File: src/rtl/acc_ram_march_bist_if.sv
// acc_ram_march_bist_if: accumulator RAM test port.
// The BIST drives the RAM through master; the RAM answers as slave.
interface acc_ram_march_bist_if #(
  parameter int DATA_WIDTH = 32,
  parameter int ADDR_WIDTH = 4
);
  logic                  ram_wr_en;
  logic [ADDR_WIDTH-1:0] ram_wr_addr;
  logic [DATA_WIDTH-1:0] ram_din;
  logic [ADDR_WIDTH-1:0] ram_rd_addr;
  logic [DATA_WIDTH-1:0] ram_dout;

  modport master (
    output ram_wr_en,
    output ram_wr_addr,
    output ram_din,
    output ram_rd_addr,
    input  ram_dout
  );

  modport slave (
    input  ram_wr_en,
    input  ram_wr_addr,
    input  ram_din,
    input  ram_rd_addr,
    output ram_dout
  );
endinterface

File: src/rtl/acc_ram_march_bist.sv
// acc_ram_march_bist: March C- self-test controller for the accumulator RAM.
// Define BIST_CHECKERBOARD_EN to add a second pass on a 0101... background.
module acc_ram_march_bist #(
  parameter int DATA_WIDTH = 32,
  parameter int ARRAY_SIZE = 16,
  parameter int ADDR_WIDTH = $clog2(ARRAY_SIZE)
) (
  input  logic                  clk,
  input  logic                  rst,
  input  logic                  start,
  output logic                  busy,
  output logic                  done,
  output logic                  pass,
  output logic                  fail,
  output logic [ADDR_WIDTH-1:0] fail_addr,
  output logic [3:0]            fail_elem,
  output logic [7:0]            fail_count,
  acc_ram_march_bist_if.master  ram
);

  typedef enum logic [2:0] {
    S_M0   = 3'd0,
    S_M1   = 3'd1,
    S_M2   = 3'd2,
    S_M3   = 3'd3,
    S_M4   = 3'd4,
    S_M5   = 3'd5,
    S_IDLE = 3'd6,
    S_DONE = 3'd7
  } state_t;

  localparam logic [ADDR_WIDTH-1:0] LAST =
    ADDR_WIDTH'(ARRAY_SIZE - 1);
  localparam logic [ADDR_WIDTH-1:0] ONE =
    ADDR_WIDTH'(1);

  state_t                  state, state_nxt;
  logic                    phase, phase_nxt;
  logic [ADDR_WIDTH-1:0]   addr, addr_nxt;
  logic                    bg, bg_nxt;
  logic [DATA_WIDTH-1:0]   bgnd;
  logic                    two_op;
  logic                    down;
  logic                    at_end;
  logic                    elem_end;
  logic                    rd_cyc;
  logic [DATA_WIDTH-1:0]   exp_v;
  logic                    mm;

`ifdef BIST_CHECKERBOARD_EN
  localparam logic [DATA_WIDTH-1:0] CHK =
    DATA_WIDTH'({(DATA_WIDTH + 1) / 2{2'b01}});
  localparam logic HAS_CHK = 1'b1;
  assign bgnd = bg ? CHK : '0;
`else
  localparam logic HAS_CHK = 1'b0;
  assign bgnd = '0;
`endif

  assign two_op = (state == S_M1) || (state == S_M2) ||
                  (state == S_M3) || (state == S_M4);
  assign down   = (state == S_M3) || (state == S_M4);
  assign at_end = down ? (addr == '0) : (addr == LAST);
  // Two-op elements finish on the write half of the last address
  assign elem_end = at_end && (!two_op || phase);

  always_ff @(posedge clk) begin
    if (rst) begin
      state <= S_IDLE;
      phase <= 1'b0;
      addr  <= '0;
      bg    <= 1'b0;
    end else begin
      state <= state_nxt;
      phase <= phase_nxt;
      addr  <= addr_nxt;
      bg    <= bg_nxt;
    end
  end

  always_comb begin
    state_nxt = state;
    phase_nxt = phase;
    addr_nxt  = addr;
    bg_nxt    = bg;
    unique case (state)
      S_IDLE: begin
        if (start) begin
          state_nxt = S_M0;
          phase_nxt = 1'b0;
          addr_nxt  = '0;
          bg_nxt    = 1'b0;
        end
      end
      S_DONE: state_nxt = S_IDLE;
      default: begin
        if (two_op && !phase) begin
          phase_nxt = 1'b1;
        end else if (!elem_end) begin
          phase_nxt = 1'b0;
          addr_nxt  = down ? addr - ONE : addr + ONE;
        end else begin
          phase_nxt = 1'b0;
          unique case (state)
            S_M0: begin
              state_nxt = S_M1;
              addr_nxt  = '0;
            end
            S_M1: begin
              state_nxt = S_M2;
              addr_nxt  = '0;
            end
            S_M2: begin
              state_nxt = S_M3;
              addr_nxt  = LAST;
            end
            S_M3: begin
              state_nxt = S_M4;
              addr_nxt  = LAST;
            end
            S_M4: begin
              state_nxt = S_M5;
              addr_nxt  = '0;
            end
            default: begin
              addr_nxt = '0;
              if (HAS_CHK && !bg) begin
                state_nxt = S_M0;
                bg_nxt    = 1'b1;
              end else begin
                state_nxt = S_DONE;
              end
            end
          endcase
        end
      end
    endcase
  end

  always_comb begin
    busy   = (state != S_IDLE) && (state != S_DONE);
    done   = (state == S_DONE);
    rd_cyc = (two_op && !phase) || (state == S_M5);
    exp_v  = ((state == S_M2) || (state == S_M4)) ? ~bgnd : bgnd;
    ram.ram_wr_en   = (state == S_M0) || (two_op && phase);
    ram.ram_wr_addr = addr;
    ram.ram_rd_addr = addr;
    ram.ram_din     = ((state == S_M1) || (state == S_M3)) ? ~bgnd : bgnd;
    mm = rd_cyc && (ram.ram_dout != exp_v);
  end

  always_ff @(posedge clk) begin
    if (rst) begin
      pass       <= 1'b0;
      fail       <= 1'b0;
      fail_addr  <= '0;
      fail_elem  <= '0;
      fail_count <= '0;
    end else if (state == S_IDLE && start) begin
      pass       <= 1'b0;
      fail       <= 1'b0;
      fail_addr  <= '0;
      fail_elem  <= '0;
      fail_count <= '0;
    end else begin
      if (mm) begin
        if (fail_count != 8'hFF) fail_count <= fail_count + 8'd1;
        if (!fail) begin
          fail      <= 1'b1;
          fail_addr <= addr;
          fail_elem <= {bg, 3'(state)};
        end
      end
      // Include a mismatch on the very last read in the verdict
      if (state_nxt == S_DONE) begin
        pass <= (fail_count == 8'd0) && !mm;
      end
    end
  end

endmodule

File: src/flat_wrapper.sv
// flat-port wrapper written by rule: the top's interface ports become plain ports
module acc_ram_march_bist_flat 
#(
  parameter int DATA_WIDTH = 32,
  parameter int ARRAY_SIZE = 16,
  parameter int ADDR_WIDTH = $clog2(ARRAY_SIZE)
)
  (clk, rst, start, busy, done, pass, fail, fail_addr, fail_elem, fail_count, ram_ram_wr_en, ram_ram_wr_addr, ram_ram_din, ram_ram_rd_addr, ram_ram_dout);
  acc_ram_march_bist_if #(.DATA_WIDTH(DATA_WIDTH), .ADDR_WIDTH(ADDR_WIDTH)) ram_i ();
  input  logic clk;
  input  logic rst;
  input  logic start;
  output logic busy;
  output logic done;
  output logic pass;
  output logic fail;
  output logic [ADDR_WIDTH-1:0] fail_addr;
  output logic [3:0] fail_elem;
  output logic [7:0] fail_count;
  output wire logic [$bits(ram_i.ram_wr_en)-1:0] ram_ram_wr_en;
  output wire logic [$bits(ram_i.ram_wr_addr)-1:0] ram_ram_wr_addr;
  output wire logic [$bits(ram_i.ram_din)-1:0] ram_ram_din;
  output wire logic [$bits(ram_i.ram_rd_addr)-1:0] ram_ram_rd_addr;
  input wire logic [$bits(ram_i.ram_dout)-1:0] ram_ram_dout;
  assign ram_ram_wr_en = ram_i.ram_wr_en;
  assign ram_ram_wr_addr = ram_i.ram_wr_addr;
  assign ram_ram_din = ram_i.ram_din;
  assign ram_ram_rd_addr = ram_i.ram_rd_addr;
  assign ram_i.ram_dout = ram_ram_dout;
  acc_ram_march_bist #(.DATA_WIDTH(DATA_WIDTH), .ARRAY_SIZE(ARRAY_SIZE), .ADDR_WIDTH(ADDR_WIDTH)) u_core (.clk(clk), .rst(rst), .start(start), .busy(busy), .done(done), .pass(pass), .fail(fail), .fail_addr(fail_addr), .fail_elem(fail_elem), .fail_count(fail_count), .ram(ram_i));
endmodule
File: config.mk
export PLATFORM = sky130hd
export DESIGN_NAME = acc_ram_march_bist_flat
export DESIGN_NICKNAME = d
export VERILOG_FILES = /design/src/rtl/acc_ram_march_bist_if.sv /design/src/rtl/acc_ram_march_bist.sv /design/src/flat_wrapper.sv
export SDC_FILE = /design/constraint.sdc
export NUM_CORES = 1
export LEC_CHECK = 0
export CAP_MARGIN = 20
export CORE_UTILIZATION = 43
export DETAILED_ROUTE_END_ITERATION = 12
export PLACE_DENSITY = 0.86
export SKIP_CTS_REPAIR_TIMING = 1
export SLEW_MARGIN = 30
export SYNTH_ARGS = -nofsm -noshare
export SYNTH_HDL_FRONTEND = slang
export SYNTH_SLANG_ARGS = --single-unit
export TNS_END_PERCENT = 20
File: constraint.sdc
create_clock -name clk -period 4.2 [get_ports clk]
set_input_delay 0.63 -clock clk [delete_from_list [all_inputs] [get_ports clk]]
set_output_delay 0.63 -clock clk [all_outputs]
set_load 0.02 [all_outputs]
# Word level (Yosys, flattened, before mapping)
# Cells that the tools add are included.
dict set report classes {
  addsub 3
  multipliers 0
  div_mod_pow 0
  order_cmp 0
  eq_ne 15
  shifts 0
  n_mux 17
  bitwise 2
  n_reduce_logical 28
}
# operator n
set op_table {}
lappend op_table {{$mux 32} 2}
lappend op_table {{$ne 32x32->1} 1}
lappend op_table {{$mux 4} 5}
lappend op_table {{$eq 3x3->1 const B} 5}
lappend op_table {{$pmux 3 s5} 1}
lappend op_table {{$logic_or 1x1->1} 9}
lappend op_table {{$mux 3} 3}
lappend op_table {{$add 8x1->8 const B} 1}
lappend op_table {{$logic_not 8->1} 1}
lappend op_table {{$ne 8x8->1 const B} 1}
lappend op_table {{$pmux 4 s2} 1}
lappend op_table {{$logic_and 1x1->1} 7}
lappend op_table {{$eq 3x2->1 const B} 2}
lappend op_table {{$ne 3x3->1 const B} 2}
lappend op_table {{$pmux 3 s2} 1}
lappend op_table {{$reduce_and 2->1} 3}
lappend op_table {{$add 4x1->4 const B} 1}
lappend op_table {{$eq 4x4->1 const B} 1}
lappend op_table {{$logic_not 4->1} 1}
lappend op_table {{$ne 2x2->1 const B} 2}
lappend op_table {{$reduce_or 2->1} 2}
lappend op_table {{$sub 4x1->4 const B} 1}
lappend op_table {{$eq 3x1->1 const B} 1}
lappend op_table {{$logic_not 1->1} 3}
lappend op_table {{other kinds (5)} 8}
dict set report word_totals {
  register_bits 25
  latchBits 0
  mem_bits_rw 0
  rom_bits 0
  in_bits 35
  out_inout_bits 61
  wordCells 73
  n_memories 0
}

# Depth between registers and ports, before layout
# Gate-level depths: netlist of run 1.
dict set report logic_depth {
  ltp_word 11
  depth_mapped 11
  ltp_nobuf 10
}

# Worst setup path before layout of run 1
# OpenSTA, ideal clock, no wires.
dict set report synth_path {
  path_type {reg-to-reg}
  start {register u_core.state[0]}
  end {register u_core.addr[3], in the netlist u_core.ram.ram_rd_addr[3]}
  setup_ps 123
  t_arrival_ps 2277
  t_required_ps 4077
  slack_ps 1799
  stages_incl_launch_ff 11
  synth_period_minus_slack_ps 2401
  path_cell_list {dfxtp_1 nor2b_4 a2bb2oi_2 inv_1 ha_1 a21o_1 a21oi_1 xnor2_1 nor2_1 o21ai_0 nand3_1}
}
dict set report synth_between {
  elab_chain_cells 10
  elab_cells_between_ends 25
}
# item line
set synth_rtl {}
lappend synth_rtl {{start, declared} acc_ram_march_bist.sv:37} ;# state_t state, state_nxt;
lappend synth_rtl {{start signal, assigned} acc_ram_march_bist.sv:74} ;# state <= state_nxt;
lappend synth_rtl {{$eq 3x1->1 or $eq 3x2->1 (tied branches)} {acc_ram_march_bist.sv:60, acc_ram_march_bist.sv:104}}
lappend synth_rtl {{$logic_or 1x1->1 (2 in a row)} acc_ram_march_bist.sv:60} ;# assign two_op = (state == S_M1) || (state == S_M2) ||
lappend synth_rtl {{$logic_or 1x1->1} acc_ram_march_bist.sv:61} ;# (state == S_M3) || (state == S_M4);
lappend synth_rtl {{$logic_not 1->1} acc_ram_march_bist.sv:65} ;# assign elem_end = at_end && (!two_op || phase);
lappend synth_rtl {{$logic_or 1x1->1} acc_ram_march_bist.sv:65}
lappend synth_rtl {{$logic_and 1x1->1} acc_ram_march_bist.sv:65}
lappend synth_rtl {{$mux 4} acc_ram_march_bist.sv:99} ;# end else if (!elem_end) begin
lappend synth_rtl {{$mux 4} acc_ram_march_bist.sv:97} ;# if (two_op && !phase) begin
lappend synth_rtl {{$pmux 4 s2} acc_ram_march_bist.sv:86} ;# unique case (state)
lappend synth_rtl {{end signal, assigned} acc_ram_march_bist.sv:76} ;# addr <= addr_nxt;
lappend synth_rtl {{end, declared} acc_ram_march_bist.sv:39} ;# logic [ADDR_WIDTH-1:0] addr, addr_nxt;
# Several ways; a longest one is shown, not always the timed one. The select of a mux whose other input is x is not followed.
# A chain may end at the register's enable or synchronous reset.

# Worst setup path in the final report of run 1
dict set report layout_path {
  start {register u_core.state[0]}
  end {output port ram_ram_din[2]}
}
dict set report layout_between {
  elab_chain_cells 3
  elab_cells_between_ends 4
}
# item line
set layout_rtl {}
lappend layout_rtl {{$eq 3x1->1 or $eq 3x2->1 (tied branches)} acc_ram_march_bist.sv:148} ;# ram.ram_din = ((state == S_M1) || (state == S_M3)) ? ~bgnd : bgnd;
lappend layout_rtl {{$logic_or 1x1->1 (*)} acc_ram_march_bist.sv:148}
lappend layout_rtl {{$mux 32 (*)} acc_ram_march_bist.sv:148}
lappend layout_rtl {{end, declared} flat_wrapper.sv:22} ;# output wire logic [$bits(ram_i.ram_din)-1:0] ram_ram_din;
# Mark *: on every way between the ends. The rest lies on a longest branch, timed or not.

==> results of run 1 <==
## kinds of logic (layout without fill, tap and decap cells)
kind of cell	Yosys count	after routing	synth area share, %
flip-flops	25	25	26.51
other	1	1	0.1986
multiplexers	3	3	1.922
XOR/XNOR	2	2	0.9279
AO/OA/AOI/OAI	46	46	18.03
buffers and inverters	53	105	20.54
AND/OR/NAND/NOR	97	97	28.16
adder cells (fa/ha/maj)	5	5	3.711
## through the flow
step                hold slack [ns]   power, W  worst slack [ns]  cell area, um2  instances
floorplan                    0.5432  0.0006138             1.799            1888        232
global route                 0.5114  0.0009166             1.098            2575        334
CTS                          0.4875  0.0008672             1.265            2575        334
global placement             0.4620  0.0007132             1.542            2530        330
detailed placement           0.4702  0.0007212             1.459            2530        330
finish                       0.4847  0.0008592             1.283            2575        334
## power by group through the flow
stage | Sequential, W | Combinational [W] | Clock (W)
floorplan | 0.000311 | 0.000303 | 0
global placement | 0.000319 | 0.000394 | 0
detailed placement | 0.000320 | 0.000401 | 0
CTS | 0.000315 | 0.000403 | 0.000149
global route | 0.000323 | 0.000438 | 0.000156
finish | 0.000316 | 0.000400 | 0.000143
## sequential cells by signal, indices dropped and copies added (netlist names)
signal                  count
u_core.phase                1
u_core.fail_elem            3
u_core.fail                 1
u_core.fail_addr            4
u_core.state                3
u_core.pass                 1
u_core.fail_count           8
u_core.ram.ram_rd_addr      4
## worst register-to-register path: cells and delay by family (launching register included)
kind	cells	cell delay, ns
AO/OA/AOI/OAI	4	0.74
XOR/XNOR	1	0.17
adder cells (fa/ha/maj)	1	0.23
buffers and inverters	1	0.13
flip-flops	1	0.61
AND/OR/NAND/NOR	3	0.80
## how the worst min path moves through the flow
stage / slack [ns] / to / cells after the start / start
2_1_floorplan: 0.54 / u_core.pass / 2 / u_core.pass
3_3_place_gp: 0.46 / u_core.fail_addr[2] / 2 / u_core.fail_addr[2]
6_report: 0.48 / u_core.fail_addr[3] / 2 / u_core.fail_addr[3]
5_1_grt: 0.51 / u_core.fail_elem[1] / 2 / u_core.fail_elem[1]
3_5_place_dp: 0.47 / u_core.pass / 2 / u_core.pass
4_1_cts: 0.49 / u_core.pass / 2 / u_core.pass
## layout make-up
type | instances | share of cell area, %
Tap cell | 50 | 2.430
Clock buffer | 4 | 1.749
Multi-Input combinational cell | 154 | 38.82
Inverter | 7 | 1.020
Sequential cell | 25 | 19.44
Timing Repair Buffer | 94 | 36.54
## metal layers
| layer | wire [um] | track usage [%] | vias to the layer above |
|---|---|---|---|
| met5 | 0 | 0 | - |
| met2 | 2239 | 35.78 | 54 |
| met3 | 194 | 4.000 | 2 |
| met1 | 1853 | 24.60 | 833 |
| met4 | 10 | 1.563 | 0 |
| li1 | - | - | 912 |
## cell usage in the layout (no fill, tap or decap), types with 2 or more instances in the layout
master,n
a21o_1,2
a21oi_1,11
a22o_1,2
a31o_2,2
and3_1,3
clkbuf_8,3
clkdlybuf4s50_1,94
dfxtp_1,25
ha_1,4
inv_1,7
nand2_1,25
nand2b_1,4
nand3_1,13
nand4_1,15
nor2_1,9
nor2b_1,3
nor3_1,5
nor4_1,11
o21ai_0,12
o21bai_1,2
o31ai_1,2
xnor2_1,2
==> impl_metrics.ini, run 1 <==
[outcome]
outcome = finished clean

[floorplanning]
fp.dieW_um = 68.27
die_h_um = 68.27
core_area_mm2 = 0.004115
dieArea_mm2 = 0.004660
start_util_pct = 45.88
num_rows = 23
io_pins = 96

[timing]
rsz0062_at_grt = no
fin_worst_skew_ns = 0.001032
timing.slew.headroom_pct = 51.62
finalHoldViolCount = 0
fmax_ghz = 0.3428
worstMarginPinSlew_ns = 0.7234
maxSlewViolCount = 0
setup_viol = 0
post-route-period-util_pct = 69.45
finalCriticalPeriod_ns = 2.917
fin_tns_setup_ns = 0

[critical_path]
r2r-start = u_core.state[0]
worstSetupPathType = flop to output port
cp_data_required_time_ns = 3.57
path_buf_inv = 1
cp_num_cells = 2
reg2reg_setup_slack_ns = 1.41
path_cells = nor2b_4 > clkdlybuf4s50_1
rr_worst_depth = 10
endpoint = ram_ram_din[2]
path_delay_family = buffers and inverters
cp.arrival_ns = 2.29
slowest_delay_ns = 0.74
crit_path_start = u_core.state[0]
setup.worst_path.end_class = output port
worstPathMaxFanout = 37
r2r_end = u_core.ram.ram_rd_addr[3]
start_kind = flop
slowest_stage = clkdlybuf4s50_1

[synth]
synth_top_cell_area_share_pct = 26.51
synth_cell_types = 54
synthTopCellsByCount = buf_4, dfxtp_1, nand2_1
synthFlopType = dfxtp_1
synth_area_leader_cell = dfxtp_1
syn_area_mm2 = 0.001888
synthesis.nets = 272
synth_edf_count = 0
async_reset_ff_share_pct = 0
synthCells = 232
synth.avg_cell_area_um2 = 8.138
ys_top_cells_by_area = dfxtp_1, buf_4, nand2_1, nand4_1, nor4_1
synth_seq_cells = 25
seq_area_frac_synth_pct = 26.51
yosysWarnings = 0
synth.most_common_cell = buf_4

[grt]
overflow = 0
grt_pass1_vias = 1597
grt_pass1_wl_mm = 7.169
grt_max_degree = 38
grt_antenna_before_repair = 0
grt_use_total_pct = 19.72

[clock_network]
cts.clk_slew.worst_paths_ns = 0.09
clk_latency_ns = 0.26
root_buffer = clkbuf_8
tritoncts = done
cts_htree_levels = 1
clkSinkCount = 25
clk_path_buf_depth = 2
cts_made_buffers = 3

[routing]
routed_wirelength_mm = 4.297
vias = 1801
ant_nets = 0
drc_errors = 0
wl_per_cell_um = 12.87
drt_first_pass_iters = 4
initialDrtViolationCount = 125
viasPerCell = 5.392

[placed_design]
hpwl_mm = 3.364
port_buffers = 94
globalplace.congestion = 0.8302

[layout]
multi_input_area_um2 = 999.7
nNetsFinal = 325
regArea_um2 = 500.5
fin_util_pct = 62.57
antenna_cells = 0
syn_to_final_growth_pct = 36.38
drive_gt1_share_pct = 5.634
n_fill_cell = 393

[pwr]
pwr-share-clk_pct = 16.7
p_seq_share_pct = 36.7
internal_power_w = 0.0005268
p_sw_share_pct = 38.68
p_switching_w = 0.0003323
irDropWorstVdd_mv = 0.1939
pwr-share-comb_pct = 46.6
p_leak_nw = 0.8954
power_density_mw_per_mm2 = 333.7

[flow_run]
cap_viol_max_count = 0

[min_path]
hp-class = flop to flop
Note: power is estimated with default switching activity, not from simulation.
==> inputs of run 2 (changes only) <==
Settings changed: CORE_UTILIZATION 43 to 36, PLACE_DENSITY 0.86 to 0.76.
Clock period 4.2 ns to 2.6 ns, I/O delays scaled along.
==> run 2 against run 1 <==
Flip-flop and latch count unchanged. Sequential power up 55%. First-iteration DRC count up 42%. Via count up 0.67%. Die area up 19%. Combinational power up 73%. Cell count up 6.9%. Core utilization down 8.4 points. Non-clock buffer count up 6. Total power up 66%. Critical path depth up 1. Hold slack worse by 0.0078 ns. Critical path type unchanged.
==> impl_metrics.ini, run 2 (synthesis gave the netlist of run 1 again) <==
[clock_network]
tritoncts = done
cts.clk_slew.worst_paths_ns = 0.09
cts_htree_levels = 1
cts_made_buffers = 3
clk_latency_ns = 0.28
root_buffer = clkbuf_8
clkSinkCount = 25
clk_path_buf_depth = 2

[floorplanning]
fp.dieW_um = 74.42
num_rows = 25
core_area_mm2 = 0.004880
start_util_pct = 38.69
io_pins = 96
die_h_um = 74.42
dieArea_mm2 = 0.005538

[timing]
post-route-period-util_pct = 91.35
setup_viol = 0
maxSlewViolCount = 0
worstMarginPinSlew_ns = 0.6814
timing.slew.headroom_pct = 54.57
fmax_ghz = 0.4210
finalCriticalPeriod_ns = 2.375
rsz0062_at_grt = no
finalHoldViolCount = 0
fin_worst_skew_ns = 0.004094
fin_tns_setup_ns = 0

[layout]
multi_input_area_um2 = 999.7
final_cell_mix = clkdlybuf4s50_1, nand2_1, dfxtp_1
regMostFlops = u_core.fail_count
drive_gt1_share_pct = 8.276
final_common_cell = clkdlybuf4s50_1
n_fill_cell = 463
syn_to_final_growth_pct = 40.03
nNetsFinal = 331
final_cell_area_mm2 = 0.002644
largest_register_ffs = 8
regArea_um2 = 501.7
antenna_cells = 0

[critical_path]
r2r-start = u_core.state[2]
worstSetupPathType = flop to output port
cp.arrival_ns = 1.99
start_kind = flop
rr_worst_depth = 6
setup.worst_path.end_class = output port
cp_data_required_time_ns = 2.21
r2r_end = u_core.fail_addr[3]
worstPathMaxFanout = 32
reg2reg_setup_slack_ns = 0.46

[routing]
m1WireLength_mm = 2.088
wl_per_cell_um = 12.81
wl_met2_mm = 2.206
viasPerCell = 5.078
routed_wirelength_mm = 4.574
wl_met3_um = 212
top_layer = met4
ant_nets = 0
drt_first_pass_iters = 4
drc_errors = 0
vias = 1813
initialDrtViolationCount = 178

[min_path]
min_to = u_core.fail_elem[0]
hp-class = flop to flop
min-delay-start = u_core.fail_elem[0]
hold_depth = 2

[flow_run]
cap_viol_max_count = 0

[placed_design]
place_area_mm2 = 0.002596
hpwl_mm = 3.589
port_buffers = 94
globalplace.congestion = 0.7745

[grt]
grt_antenna_before_repair = 0
overflow = 0
grt_max_degree = 33
grt_use_total_pct = 17.39
grt_pass1_wl_mm = 7.596
grt_pass1_vias = 1696

[outcome]
outcome = finished clean

[pwr]
irDropWorstVdd_mv = 0.2630
power_density_mw_per_mm2 = 538.0
p_leak_nw = 0.9274
## run 2: cell types whose count changed in the layout (fill, tap and decap cells not counted)
cell / change
buf_4: +6
clkbuf_1: -1
clkinv_2: +1
dfxtp_1: -1
dfxtp_2: +1
## run 2: final cells by class
cell class / count / area share (%)
Clock inverter: 1 / 0.1893
Tap cell: 67 / 3.171
Clock buffer: 3 / 1.562
Inverter: 7 / 0.9938
Multi-Input combinational cell: 154 / 37.81
Sequential cell: 25 / 18.98
Timing Repair Buffer: 100 / 37.29
## run 2: worst max path at each step
stage | startpoint | to | slack (ns)
after floorplan | u_core.state[0] | u_core.ram.ram_rd_addr[3] | 0.20
after global placement | ram_ram_dout[18] | u_core.fail_addr[1] | 0.25
after detailed placement | ram_ram_dout[18] | u_core.fail_addr[0] | 0.21
after CTS | u_core.state[2] | ram_ram_din[24] | 0.20
after global routing | u_core.state[0] | ram_ram_din[24] | 0.08
final | u_core.state[0] | ram_ram_din[25] | 0.22
## run 2: through the flow
step,power (W),utilization [%],cells,worst slack [ns],hold WS (ns)
4_1_cts,0.001430,54.15,357,0.2003,0.4833
2_1_floorplan,0.0009914,-,232,0.1994,0.4968
3_5_place_dp,0.001190,53.21,353,0.2114,0.4703
5_1_grt,0.001510,54.18,357,0.07793,0.5064
3_3_place_gp,0.001179,53.21,353,0.2470,0.4664
6_report,0.001422,54.18,357,0.2248,0.4769
## run 2: worst max-delay path: stages (launching register included)
cell and delay, ns:
dfxtp_1 0.47, nor2b_4 0.27, buf_4 0.30, clkdlybuf4s50_1 0.66
## run 2: power by group
group	switching [W]	internal, W
sequential	0.0000639	0.000425
combinational	0.000360	0.000335
clock	0.000132	0.000108
total	0.000555	0.000867
## run 2: metal layers
metal	up-vias	track usage, %
li1	925	-
met1	825	22.58
met2	58	29.33
met5	-	0
met3	5	2.168
met4	0	6.709
==> edit 1, RTL diff (flow settings as in run 2) <==
The localparam `HAS_CHK` goes from 1'b0 to 1'b1.
--- a/src/rtl/acc_ram_march_bist.sv
+++ b/src/rtl/acc_ram_march_bist.sv
@@ -54,5 +54,5 @@
   assign bgnd = bg ? CHK : '0;
 `else
-  localparam logic HAS_CHK = 1'b0;
+  localparam logic HAS_CHK = 1'b1;
   assign bgnd = '0;
 `endif
Check against the original RTL: same outputs for any inputs over 10 cycles, from zero or initial values and one cycle with rst high; that may be too few to reach the edited logic, so the function may still have changed.
==> edit 1 against run 2 <==
Routed wire length is 12% higher; synthesized area is 7.6% higher; design area is 9.4% higher; via count is 14% higher; die area is 7.4% higher; power is 12% lower; fmax is 1.9% lower; sequential cell count is 2 higher; setup slack worse by 45 ps; critical path type unchanged.
==> edit 1: results (changes against run 2) <==
Parameter                              Value

Status
  Run status ... finished, final reports clean

Worst setup path
  Maximum cell stage delay along the critical path ... 640 ps (-20 ps)
  Highest-delay cell along the critical path ... sky130_fd_sc_hd__dfxtp_1
  Slack of the worst reg-to-reg path ... 310 ps (-150 ps)
  Number of cells on the worst reg-to-reg path ... 7 (+1)
  End of the worst register-to-register path ... u_core.fail_elem[2]
  Highest net fanout along the worst path ... 13 (-59%)
  CP endpoint ... done
  RR Startpoint ... u_core.state[1]
  Critical Path AT ... 2030 ps (+40 ps)

Synthesis
  Commonest cells in the synthesized netlist ... sky130_fd_sc_hd__buf_4 (37), sky130_fd_sc_hd__nand2_1 (31), sky130_fd_sc_hd__dfxtp_1 (27)
  Number of different library cells in the post-synthesis netlist ... 57 (+5.6%)
  Ranking of synthesized cells by area ... sky130_fd_sc_hd__dfxtp_1 (27%), sky130_fd_sc_hd__buf_4 (14%), sky130_fd_sc_hd__nand2_1 (5.7%), sky130_fd_sc_hd__a21oi_1 (4.9%), sky130_fd_sc_hd__mux2i_1 (4.9%)
  Total nets after synthesis ... 299 (+9.9%)
  Register area share after synthesis ... 26.6% (+0.093 points)
  Per-instance average area after synthesis ... 7.85 sq um (-3.6%)

Drt
  Highest routing layer actually used ... met4
  Number of DRC markers after the initial detailed-route iteration ... 100 (-44%)
  Via Count ... 2061 (+14%)
  Via density ... 5.23 (+3.0%)
  Met3 routed wirelength ... 355 um (+67%)
  Met2 WL post-DR ... 2490 um (+13%)
  Length of routed wiring on met1 ... 2270 um (+8.8%)
  Final Routed Wirelength ... 5140 um (+12%)

Power and ir drop
  Leakage power figure ... 0.00110 uW (+19%)
  Share of total power consumed by net switching ... 35.0% (-4.0 points)
  Clock network power ... 235 uW (-2%)
  Worst ir drop on vdd ... 0.224 mV (-15%)
  Power per Cell Area ... 432 mW/mm^2 (-20%)
  Share of power burned in registers ... 39.9% (+5.5 points)

Worst hold path
  Worst Hold Launch ... u_core.fail_addr[0]
  Hold Path End ... u_core.fail_addr[0]

Placed design
  Worst slack after detailed placement ... 41.2 ps (-170 ps)
  Buffers added on ports ... 95 (+1.1%)
  Estimated wirelength of the detail-placed design ... 3990 um (+11%)
  Routability congestion estimate ... 0.844 (+8.9%)
  Post-place instance area ... 0.00285 sq mm (+9.6%)
  Placed Cells incl. Taps ... 390 (+10%)

Finish
  Post-layout net count ... 365 (+10%)
  Share of layout cells above drive strength 1 ... 8.02% (-0.25 points)
  Fill cell count ... 522 (+13%)

STA
  Least setup slack across all paths after layout ... 180 ps (-45.0 ps)
  Worst slew pin tran ... 514 ps (-167 ps)
  Fin Clk Skew ... 2.13 ps (-1.96 ps)
  Final hold slack ... 463 ps (-13.7 ps)

Global routing
  Global routing met3 resource utilization ... 2.74% (+0.57 points)
  Global routing usage on met1 ... 23.5% (+0.89 points)
  Pin count of the biggest net entering global routing ... 35 (+6.1%)
  First-pass GRT wire length ... 8600 um (+13%)
  Vias in the first global route ... 1840 (+8.5%)
  Met2 GRT Util ... 28.8% (-0.57 points)
  GRT Util Overall ... 17.1% (-0.24 points)
## edit 1: cell count changes after synthesis, moves of 3 or more
cell | run 2 | this run
sky130_fd_sc_hd__clkbuf_1 | 1 | 5
sky130_fd_sc_hd__o21ai_0 | 12 | 5
sky130_fd_sc_hd__nor2_1 | 9 | 17
sky130_fd_sc_hd__nand3_1 | 13 | 9
sky130_fd_sc_hd__nand2_1 | 25 | 31
sky130_fd_sc_hd__mux2i_1 | 1 | 10
sky130_fd_sc_hd__nand4_1 | 15 | 12
sky130_fd_sc_hd__a21oi_1 | 11 | 20
## edit 1: area by class of cell
class,count,area (sq um),share of cell area (%)
tap,70,87.6,3.03
inverter,8,30.0,1.04
timing repair buffer,107,1050,36.4
multi-input combinational,178,1130,39.2
sequential,27,542,18.7
clock buffer,4,45.0,1.56
## edit 1: logic make-up after synthesis
family	share of synthesized area (%)
compound gates	17.9
xor+xnor	1.29
fa+ha+maj	3.45
buf+inv	17.7
flops	26.6
mux	4.93
simple gates	28.2
==> edit 2, RTL diff (flow settings as in run 2) <==
Without the edit above. Make the reset (`rst`) asynchronous in 2 clocked blocks.
--- a/src/rtl/acc_ram_march_bist.sv
+++ b/src/rtl/acc_ram_march_bist.sv
@@ -65,5 +65,5 @@
   assign elem_end = at_end && (!two_op || phase);
 
-  always_ff @(posedge clk) begin
+  always_ff @(posedge clk or posedge rst) begin
     if (rst) begin
       state <= S_IDLE;
@@ -150,5 +150,5 @@
   end
 
-  always_ff @(posedge clk) begin
+  always_ff @(posedge clk or posedge rst) begin
     if (rst) begin
       pass       <= 1'b0;
Function: differs if rst is asserted again (counterexample within 4 cycles, from zero or initial values and one cycle with rst high); with rst held inactive, the same outputs for 10 cycles.
==> edit 2 against run 2 <==
Synthesized area rose by 0.93%; routed wire length decreased by 1.6%; sequential cell count is the same; first-iteration DRC count shrank 39%; setup slack got worse by 130 ps; design area grew 3.7%; non-clock buffer count is 2 higher; largest cell class is now buffers; highest routed layer unchanged.
Power is not compared: it rests on default switching activity, and its combinational part moved more than twofold at a synthesized area within 25%.
==> edit 2: results (changes against run 2) <==
Parameter                              Value

Status
  Run status ... finished, final reports clean

Synthesis
  Adder and majority gate portion of the synthesized area ... 3.68% (-0.034 points)
  Parity-gate share of the synthesized area counting xor and xnor cells ... 0.919% (-0.0085 points)
  Total nets after synthesis ... 256 (-5.9%)
  Ranking of synthesized cells by area ... sky130_fd_sc_hd__dfrtp_1 (30%), sky130_fd_sc_hd__buf_4 (15%), sky130_fd_sc_hd__mux2i_1 (5.3%), sky130_fd_sc_hd__nand2_1 (4.5%), sky130_fd_sc_hd__nand4_1 (4.3%)
  Commonest cells in the synthesized netlist ... sky130_fd_sc_hd__buf_4 (38), sky130_fd_sc_hd__dfrtp_1 (23), sky130_fd_sc_hd__nand2_1 (23)
  Leading register cell type out of synthesis ... sky130_fd_sc_hd__dfrtp_1
  Synthesized-area fraction occupied by ao, oa, aoi and oai cells ... 12.0% (-6.1 points)
  Async set-reset flop share out of synthesis ... 100% (+100 points)

Worst setup path
  Critical Path AT ... 2110 ps (+120 ps)
  RR Startpoint ... u_core.state[1]
  Slack of the worst reg-to-reg path ... 300 ps (-160 ps)

Global routing
  Vias in the first global route ... 1559 (-8.1%)
  Global routing usage on met1 ... 22.5% (-0.062 points)
  Met2 GRT Util ... 27.0% (-2.3 points)
  GRT Util Overall ... 16.1% (-1.2 points)
  Global routing met3 resource utilization ... 0.402% (-1.8 points)
  First-pass GRT wire length ... 7100 um (-6.5%)

Drt
  Via density ... 4.97 (-2.1%)
  Number of DRC markers after the initial detailed-route iteration ... 109 (-39%)
  Final Routed Wirelength ... 4500 um (-1.6%)
  Detailed-routing iteration count for the pre-antenna-repair pass ... 5 (+1)
  Met2 WL post-DR ... 2160 um (-2.3%)

STA
  Max-slew headroom ... 56.7% (+2.1 points)
  Fin Clk Skew ... 1.03 ps (-3.07 ps)

Placed design
  Post-place instance area ... 0.00267 sq mm (+2.7%)
  Routability congestion estimate ... 0.851 (+9.9%)

Finish
  Fill cell count ... 467 (+0.86%)

Worst hold path
  Worst hold path type ... input pin to asynchronous set/reset pin
[edit 2: cell count changes after synthesis, moves of 3 or more]
cell                              run 2  this run
sky130_fd_sc_hd__a21oi_1             11         8
sky130_fd_sc_hd__dfrtp_1              0        23
sky130_fd_sc_hd__dfxtp_1             25         0
sky130_fd_sc_hd__inv_1                7        12
sky130_fd_sc_hd__mux2i_1              1        10
sky130_fd_sc_hd__nand2b_1             4         1
sky130_fd_sc_hd__nand3_1             13         7
sky130_fd_sc_hd__nor2_1               9        12
sky130_fd_sc_hd__nor3_1               5         2
sky130_fd_sc_hd__o21ai_0             12         6
[edit 2: area by class of cell]
cell class	instances	area, sq um	share of cell area (%)
clock buffers	4	45.0	1.64
repair buffers	102	1010	37.0
well taps	70	87.6	3.19
inverters	12	45.0	1.64
multi-input cells	136	922	33.6
flip-flops and latches	25	628	22.9
[edit 2: how the worst max path moves through the flow]
stage	start	slack, ps	end	cells past startpoint
after floorplan	u_core.state[2]	250	u_core.ram.ram_rd_addr[3]	9
after global placement	ram_ram_dout[0]	300	u_core.fail_count[6]	8
after detailed placement	ram_ram_dout[20]	190	u_core.fail_count[6]	8
after CTS	u_core.state[2]	-8	done	5
after global routing	u_core.state[1]	10	done	5
final	u_core.state[1]	100	done	5
[edit 2: critical path, stage by stage, from the launching register on]
cell	delay [ps]
sky130_fd_sc_hd__dfstp_2	690
sky130_fd_sc_hd__inv_1	120
sky130_fd_sc_hd__nor2_2	210
sky130_fd_sc_hd__inv_1	80
sky130_fd_sc_hd__nor2_1	120
sky130_fd_sc_hd__clkdlybuf4s50_1	620
[edit 2: per-stage QoR]
step                      TNS, ps  std cells  hold slack [ps]
after floorplan                 0        216              416
after global placement          0        343              516
after detailed placement        0        343              510
after CTS                   -7.96        347              505
after global routing            0        349              539
final                           0        349              481
